==> src/rtl/turn_queue_control_if.sv <==
// turn_queue_control_if: button/step/restart inputs and direction/queue-status outputs of turn_queue_control
interface turn_queue_control_if #(
  parameter int PLAYERS = 1,
  parameter int DEPTH   = 2
);
  localparam int LW = $clog2(DEPTH + 1);
  logic [4*PLAYERS-1:0]  i_buttons;
  logic                  i_step;
  logic                  i_restart;
  logic [2*PLAYERS-1:0]  o_dir;
  logic [PLAYERS-1:0]    o_turned;
  logic [PLAYERS*LW-1:0] o_level;
  modport master (output i_buttons, i_step, i_restart, input o_dir, o_turned, o_level);
  modport slave  (input i_buttons, i_step, i_restart, output o_dir, o_turned, o_level);
endinterface

==> src/rtl/turn_queue_control.sv <==
// turn_queue_control: per-player button debounce, perpendicular-turn FIFO and registered direction output
module turn_queue_control #(
  parameter int         PLAYERS      = 1,
  parameter int         DEPTH        = 2,
  parameter int         DEBOUNCE_LEN = 8,
  parameter logic [1:0] INIT_DIR     = 2'b11
) (
  input logic                 clk,
  input logic                 rst_n,
  turn_queue_control_if.slave bus
);
  localparam int LW = $clog2(DEPTH + 1);
  localparam int CW = DEBOUNCE_LEN > 1 ? $clog2(DEBOUNCE_LEN) : 1;
  for (genvar p = 0; p < PLAYERS; p++) begin : g_player
    logic [3:0]    s1_q, s2_q, deb_q, prev_q, press;
    logic [CW-1:0] cnt_q [4];
    logic [1:0]    fifo_q [DEPTH];
    logic [1:0]    fifo_d [DEPTH];
    logic [LW-1:0] level_q, level_d;
    logic [1:0]    dir_q, dir_d, cand, ref_dir;
    logic          turned_q, turned_d, valid;
    always_ff @(posedge clk or negedge rst_n) begin
      if (!rst_n) begin
        s1_q   <= '0;
        s2_q   <= '0;
        deb_q  <= '0;
        prev_q <= '0;
        for (int b = 0; b < 4; b++) cnt_q[b] <= '0;
      end else begin
        s1_q   <= bus.i_buttons[4*p +: 4];
        s2_q   <= s1_q;
        prev_q <= deb_q;
        for (int b = 0; b < 4; b++) begin
          if (s2_q[b] == deb_q[b]) cnt_q[b] <= '0;
          else if (cnt_q[b] == CW'(DEBOUNCE_LEN - 1)) begin
            deb_q[b] <= s2_q[b];
            cnt_q[b] <= '0;
          end else cnt_q[b] <= cnt_q[b] + CW'(1);
        end
      end
    end
    assign press = deb_q & ~prev_q;
    // a new turn is validated against the newest queued direction, not the one currently applied
    always_comb begin
      cand    = press[0] ? 2'b00 : press[1] ? 2'b01 : press[2] ? 2'b10 : 2'b11;
      ref_dir = dir_q;
      for (int i = 0; i < DEPTH; i++) if (LW'(i + 1) == level_q) ref_dir = fifo_q[i];
      valid    = |press && (cand[1] != ref_dir[1]);
      fifo_d   = fifo_q;
      level_d  = level_q;
      dir_d    = dir_q;
      turned_d = 1'b0;
      if (bus.i_restart) begin
        level_d = '0;
        dir_d   = INIT_DIR;
      end else begin
        if (bus.i_step && level_q != '0) begin
          dir_d    = fifo_q[0];
          turned_d = 1'b1;
          for (int i = 0; i < DEPTH - 1; i++) fifo_d[i] = fifo_q[i+1];
          level_d  = level_q - LW'(1);
        end
        if (valid && bus.i_step && level_q == '0) begin
          dir_d    = cand;
          turned_d = 1'b1;
        end else if (valid && level_d != LW'(DEPTH)) begin
          for (int i = 0; i < DEPTH; i++) if (LW'(i) == level_d) fifo_d[i] = cand;
          level_d = level_d + LW'(1);
        end
      end
    end
    always_ff @(posedge clk or negedge rst_n) begin
      if (!rst_n) begin
        for (int i = 0; i < DEPTH; i++) fifo_q[i] <= '0;
        level_q  <= '0;
        dir_q    <= INIT_DIR;
        turned_q <= 1'b0;
      end else begin
        fifo_q   <= fifo_d;
        level_q  <= level_d;
        dir_q    <= dir_d;
        turned_q <= turned_d;
      end
    end
    assign bus.o_dir[2*p +: 2]    = dir_q;
    assign bus.o_turned[p]        = turned_q;
    assign bus.o_level[LW*p +: LW] = level_q;
  end
endmodule
==> src/flat_wrapper.sv <==
// flat-port wrapper written by rule: the top's interface ports become plain ports
module turn_queue_control_flat 
#(
  parameter int         PLAYERS      = 1,
  parameter int         DEPTH        = 2,
  parameter int         DEBOUNCE_LEN = 8,
  parameter logic [1:0] INIT_DIR     = 2'b11
)
  (clk, rst_n, bus_i_buttons, bus_i_step, bus_i_restart, bus_o_dir, bus_o_turned, bus_o_level);
  turn_queue_control_if #(.PLAYERS(PLAYERS), .DEPTH(DEPTH)) bus_i ();
  input logic clk;
  input logic rst_n;
  input wire logic [$bits(bus_i.i_buttons)-1:0] bus_i_buttons;
  input wire logic [$bits(bus_i.i_step)-1:0] bus_i_step;
  input wire logic [$bits(bus_i.i_restart)-1:0] bus_i_restart;
  output wire logic [$bits(bus_i.o_dir)-1:0] bus_o_dir;
  output wire logic [$bits(bus_i.o_turned)-1:0] bus_o_turned;
  output wire logic [$bits(bus_i.o_level)-1:0] bus_o_level;
  assign bus_i.i_buttons = bus_i_buttons;
  assign bus_i.i_step = bus_i_step;
  assign bus_i.i_restart = bus_i_restart;
  assign bus_o_dir = bus_i.o_dir;
  assign bus_o_turned = bus_i.o_turned;
  assign bus_o_level = bus_i.o_level;
  turn_queue_control #(.PLAYERS(PLAYERS), .DEPTH(DEPTH), .DEBOUNCE_LEN(DEBOUNCE_LEN), .INIT_DIR(INIT_DIR)) u_core (.clk(clk), .rst_n(rst_n), .bus(bus_i));
endmodule
==> config.mk <==
export PLATFORM = sky130hd
export DESIGN_NAME = turn_queue_control_flat
export DESIGN_NICKNAME = d
export VERILOG_FILES = /design/src/rtl/turn_queue_control_if.sv /design/src/rtl/turn_queue_control.sv /design/src/flat_wrapper.sv
export SDC_FILE = /design/constraint.sdc
export NUM_CORES = 1
export LEC_CHECK = 0
export BUFFER_PORTS_ARGS = -buffer_cell sky130_fd_sc_hd__buf_2
export CAP_MARGIN = 25
export CORE_MARGIN = 8
export CORE_UTILIZATION = 50
export CTS_BUF_LIST = sky130_fd_sc_hd__clkbuf_4
export CTS_CLUSTER_SIZE = 12
export DETAILED_ROUTE_END_ITERATION = 16
export GPL_ROUTABILITY_DRIVEN = 0
export PLACE_DENSITY_LB_ADDON = 0.12
export SLEW_MARGIN = 40
export SYNTH_ARGS = -nofsm -noshare
export SYNTH_HDL_FRONTEND = slang
export SYNTH_SLANG_ARGS = --single-unit
export TNS_END_PERCENT = 50
==> constraint.sdc <==
create_clock -name clk -period 2.3 [get_ports clk]
set_input_delay 0.69 -clock clk [delete_from_list [all_inputs] [get_ports clk]]
set_output_delay 0.69 -clock clk [all_outputs]
set_load 0.05 [all_outputs]
==> reports/qor.yml, run 1 <==
grt-busiest-layer: "met2"
leakagePower_nw: 0.887
synth_area_per_cell_um2: 12.5
status: "completed"
path_max_fanout: 3
synth.distinct_cells: 33
area_growth_pct: 11.4
grtUsageMet3: 0.0495
final_util: 0.591
p_sw_mw: 0.823
wl_um: 2470
placedCellCount: 185
drt_pre_antenna_iters: 4
worstPathRequired_ns: 2.53
critical_path_arrival_ns: 2.41
synthCells: 131
rr_worst_depth: 7
power_density_nw_per_um2: 1220
die_x_um: 73.1
dpl_cell_area_um2: 1750
fin_ws_ns: 0.119
crit_path_start_kind: "flop"
fin_cells: 194
cts-htree-levels: 2
path_cells: "inv_1, ha_1, mux2i_2, o221a_2, mux2i_1, or4_4, mux2_4"
tritoncts: "built"
max_freq_mhz: 459
vias: 985
cts_buffers: 5
seqPwrFrac: 0.453
cts_root_buffer: "clkbuf_4"
n_antenna_cell: 0
finalCritPeriodShare: 0.948
grt_use_met1: 0.128
num_io_pins: 13
netlist_area_um2: 1630
fillers: 281
hold_path.class: "in -> async"
synth-async-reset-ratio: 1.00
grt_usage: 0.112
synth_top_flop_cell: "dfrtp_1"
drive_gt1_frac: 0.307
via_per_inst: 5.08
port_buffers: 12
synth_edf_count: 0
worst_pin_slew_ns: 0.431
initial_core_util: 0.530
power_frac_comb: 0.401
grt_max_degree: 38
wl_per_cell_um: 12.7
critPathCaptureType: "flop"
fp.dieH_um: 73.1
met2_usage: 0.170
finalSetupViolCount: 0
path_class: "reg -> reg"
place_ws_ns: 0.115
insertion_delay_ns: 0.34
ant_nets: 0
most-common-layout-cells: "33 x dfrtp_1, 11 x ha_1, 11 x buf_2"
final_common_cell: "dfrtp_1"
total_power_mw: 2.22
clk_pin_slew_ns: 0.11
hold_violations: 0
p_int_mw: 1.40
fin_crit_ns: 2.18
p_sw_frac: 0.371
drc: 0
slowest_stage: "or4_4"
slew_headroom: 0.712
clkPwrFrac: 0.145
drv_cap: 0
synth_nets: 150
slew_violations: 0
whs_ns: 0.280
ir_worst_vdd_uv: 659
dpl.hpwl_um: 1850
grt_pass1_vias: 1041
fp.coreArea_um2: 3080
first_iter_violations: 54
antenna_found_initial: 0
clock_path_buffers: 2
cts.sink_count: 37
ys_ff_latch: 37
finClkSkew_ns: 0.00544
overflow: 0
slowest_delay_ns: 0.52
rsz0062_at_grt: "no"
die_area_um2: 5350
ys_seq_area_frac: 0.569
final_area_um2: 1820
setup-tns-final_ns: 0
regArea_um2: 931
rows: 20
yosys_warnings: 0
multi_input_area_um2: 673
grt_pass1_wl_um: 4560
num-nets-final: 168
-- cells in the mapped netlist (4+ instances only) --
| master | n | area (um2) |
|---|---|---|
| and2_1 | 8 | 50.1 |
| dfrtp_1 | 35 | 876 |
| ha_1 | 11 | 138 |
| inv_1 | 5 | 18.8 |
| mux2_2 | 4 | 45.0 |
| mux2i_1 | 4 | 40.0 |
| nand2_1 | 5 | 18.8 |
| nand2b_1 | 4 | 25.0 |
| nand3_1 | 4 | 20.0 |
| nor2_1 | 8 | 30.0 |
| nor3b_1 | 4 | 30.0 |
| o21ai_0 | 4 | 20.0 |
| or2_2 | 4 | 25.0 |
| xor2_1 | 4 | 35.0 |
-- sequential cells by signal, summed over array words and instances (netlist names) --
register                flops
u_core.bus.o_turned         1
u_core.g_player.cnt_q      12
u_core.g_player.deb_q       4
u_core.bus.o_dir            2
u_core.bus.o_level          2
u_core.g_player.fifo_q      4
u_core.g_player.s1_q        4
u_core.g_player.s2_q        4
u_core.g_player.prev_q      4
-- critical path: cells and delay by family (launching register included) --
kind | cells | cell delay (ns)
AO/OA/AOI/OAI | 1 | 0.22
AND/OR/NAND/NOR | 1 | 0.52
adder cells (fa/ha/maj) | 1 | 0.18
buffers and inverters | 1 | 0.07
multiplexers | 3 | 0.65
flip-flops | 1 | 0.43
-- power by group through the flow --
stage | registers [mW] | clock network [mW] | logic, mW
after floorplan | 1.08 | 0 | 0.586
after global placement | 1.01 | 0 | 0.850
after detailed placement | 1.03 | 0 | 0.869
after CTS | 1.01 | 0.339 | 0.872
after global routing | 1.04 | 0.369 | 1.01
final | 1.01 | 0.323 | 0.892
-- final timing paths --
kind / from / endpoint / slack [ns]
worst max-delay path: u_core.bus.o_level[1] / u_core.g_player[0].fifo_q[1] / 0.12
worst min register to register: u_core.g_player[0].s1_q[1] / u_core.g_player[0].s2_q[1] / 0.36
worst max register to register: u_core.bus.o_level[1] / u_core.g_player[0].fifo_q[1] / 0.12
min in group clk: u_core.g_player[0].s1_q[1] / u_core.g_player[0].s2_q[1] / 0.36
worst min-delay path: rst_n / u_core.g_player[0].cnt_q[7] / 0.28
max in group asynchronous: rst_n / u_core.bus.o_dir[1] / 1.68
-- timing repair --
item,in CTS,in global routing
buffers inserted,0,1
setup endpoints to repair,0,2
hold buffers,0,0
gates resized for setup,0,2
-- routing by layer --
layer | wire (um) | vias to the layer above
li1 | - | 484
met1 | 1120 | 475
met2 | 1150 | 17
met3 | 132 | 9
met4 | 63 | 0
met5 | 0 | -
-- layout make-up --
class	count	share of cell area
Clock inverter	3	0.00964
Clock buffer	5	0.0206
Timing Repair Buffer	15	0.0468
Sequential cell	37	0.512
Tap cell	44	0.0303
Multi-Input combinational cell	85	0.370
Inverter	5	0.0103
-- cells by family (layout without fill, tap and decap cells) --
family	after synthesis	in the layout	synth area share
XOR/XNOR	4	4	0.0215
buffers and inverters	9	28	0.0230
AND/OR/NAND/NOR	43	43	0.154
flip-flops	37	37	0.569
AO/OA/AOI/OAI	17	17	0.0775
adder cells (fa/ha/maj)	11	11	0.0844
multiplexers	10	10	0.0706
(Power assumes the default switching activity.)
==> run 2, diff against run 1 <==
Settings changed: CELL_PAD_IN_SITES_DETAIL_PLACEMENT set to 1, CELL_PAD_IN_SITES_GLOBAL_PLACEMENT set to 2, CORE_UTILIZATION 50 to 42.
Clock period 2.3 ns to 2.2 ns, I/O delays scaled along.
==> run 2 against run 1 <==
  * Sequential power rose by 4%
  * Wire length rose by 26%
  * Design area rose by 3.6%
  * First-iteration DRC count fell by 24%
  * Clock skew rose by 0.0029 ns
  * Count of clock-buffer cells in the layout rose by 1
  * Critical path type unchanged
  * Highest routed layer unchanged
==> reports/qor.yml, run 2 (same netlist as run 1, synthesis figures left out) <==
ir_worst_vdd_uv: 526  # -20%
n_antenna_cell: 0  # unchanged
total_power_mw: 2.41  # +8.6%
status: "completed"
leakagePower_nw: 0.917  # +3.3%
first_iter_violations: 41  # -24%
hold_violations: 0  # unchanged
placedCellCount: 190  # +2.7%
largest_reg_flops: 12  # unchanged
power_frac_comb: 0.417  # +0.016
grt_max_degree: 35  # -7.9%
critPathCaptureType: "flop"
cts.sink_count: 37  # unchanged
most-common-layout-cells: "33 x dfrtp_1, 12 x buf_2, 9 x ha_1"
num_io_pins: 13  # unchanged
crit_path_start_kind: "flop"
tritoncts: "built"
dpl_cell_area_um2: 1770  # +1.4%
clk_pin_slew_ns: 0.11  # about the same
power_density_nw_per_um2: 1280  # +4.8%
finClkSkew_ns: 0.00832  # +0.00289 ns
num-nets-final: 172  # +2.4%
rr_worst_depth: 8  # +1
ant_nets: 0  # unchanged
clkPwrFrac: 0.146  # about the same
insertion_delay_ns: 0.34  # about the same
via_per_inst: 5.11  # +0.72%
vias: 1033  # +4.9%
regMostFlops: "u_core.g_player.cnt_q"
max_freq_mhz: 477  # +4.1%
p_sw_frac: 0.381  # +0.0108
seqPwrFrac: 0.436  # -0.017
rows: 22  # +10%
port_buffers: 12  # unchanged
clock_path_buffers: 2  # unchanged
drive_gt1_frac: 0.351  # +0.0440
fin_cells: 202  # +4.1%
fin_crit_ns: 2.10  # -0.0853 ns
p_sw_mw: 0.920  # +12%
path_max_fanout: 11  # +8
final_area_um2: 1880  # +3.6%
drc: 0  # unchanged
drt_pre_antenna_iters: 4  # unchanged
multi_input_area_um2: 687  # +2.0%
fp.coreArea_um2: 3690  # +20%
die_x_um: 78.3  # +7.1%
hold_path.class: "in -> async"
regArea_um2: 931  # unchanged
postCtsHoldBufs: 0  # unchanged
slew_headroom: 0.781  # +0.0682
initial_core_util: 0.442  # -0.0877
worstPathRequired_ns: 2.44  # -0.09 ns
cts_buffers: 5  # unchanged
grt_pass1_wl_um: 5320  # +17%
fillers: 405  # +44%
drv_cap: 0  # unchanged
area_growth_pct: 15.5
final_common_cell: "dfrtp_1"
grt_pass1_vias: 1110  # +6.6%
antenna_found_initial: 0  # unchanged
slew_violations: 0  # unchanged
finalSetupViolCount: 0  # unchanged
worst_pin_slew_ns: 0.327  # -0.105 ns
path_class: "reg -> reg"
fp.dieH_um: 78.3  # +7.1%
critical_path_arrival_ns: 2.33  # -0.08 ns
wl_per_cell_um: 15.4  # +21%
wl_um: 3100  # +26%
grt_usage: 0.110  # -0.00214
overflow: 0  # unchanged
die_area_um2: 6130  # +15%
p_int_mw: 1.49  # +6.7%
dpl.hpwl_um: 2220  # +20%
finalCritPeriodShare: 0.952  # +0.00431
rsz0062_at_grt: "no"
cts-htree-levels: 2  # unchanged
cts_root_buffer: "clkbuf_4"
run 2: cell count changes in the layout (fill, tap and decap cells not counted), moves of 2 or more:
cell	change
ha_1	-2
inv_1	-2
inv_2	+2
buf_4	+2
run 2: power by group through the flow:
stage               combinational (mW)  sequential, mW  clock [mW]
CTS                              0.999            1.06       0.370
global route                      1.13            1.09       0.389
detailed placement               0.957            1.08           0
global placement                 0.927            1.06           0
floorplan                        0.630            1.14           0
finish                            1.01            1.05       0.353
run 2: final timing paths:
path	startpoint	end	slack, ns
min in group clk	u_core.g_player[0].s1_q[3]	u_core.g_player[0].s2_q[3]	0.36
max in group asynchronous	rst_n	u_core.g_player[0].s2_q[2]	1.49
min reg2reg	u_core.g_player[0].s1_q[3]	u_core.g_player[0].s2_q[3]	0.36
max	u_core.bus.o_level[1]	u_core.g_player[0].fifo_q[3]	0.10
min	rst_n	u_core.bus.o_level[0]	0.17
max reg2reg	u_core.bus.o_level[1]	u_core.g_player[0].fifo_q[3]	0.10
run 2: final cells by class:
type | count | area share
timing repair buffer | 19 | 0.0704
clock inverter | 2 | 0.00531
sequential | 37 | 0.494
multi-input combinational | 85 | 0.365
inverter | 5 | 0.00996
clock buffer | 6 | 0.0239
tap | 48 | 0.0319
run 2: layer usage:
metal  routed length (um)  share of wire  vias to the layer above  GRT usage
met2                 1540           0.50                       15      0.178
met5                    0              0                        -          0
met4                   48          0.015                        0     0.0444
li1                     -              -                      495          -
met1                 1380           0.44                      517      0.128
met3                  139          0.045                        6     0.0421
run 2: repair_timing:
action | in CTS | in global routing
resized for setup | 1 | 2
buffers inserted | 1 | 2
setup endpoints to repair | 2 | 3
pin swaps | 0 | 2
run 2: stage by stage:
step                       util  setup TNS [ns]  setup slack (ns)  hold WS [ns]
after global placement    0.480               0            0.0835         0.331
after CTS                 0.498               0            0.0286         0.364
after detailed placement  0.480               0           0.00959         0.336
after global routing      0.511               0            0.0170         0.160
final                     0.511               0             0.105         0.168
after floorplan               -         -0.0319           -0.0160         0.331
run 2: worst max-delay path, stage by stage, from the launching register on:
cell     delay [ns]
dfrtp_2        0.43
inv_2          0.08
ha_4           0.14
mux2i_2        0.22
o221a_2        0.23
mux2i_1        0.08
buf_4          0.18
or2_2          0.32
o221a_2        0.30
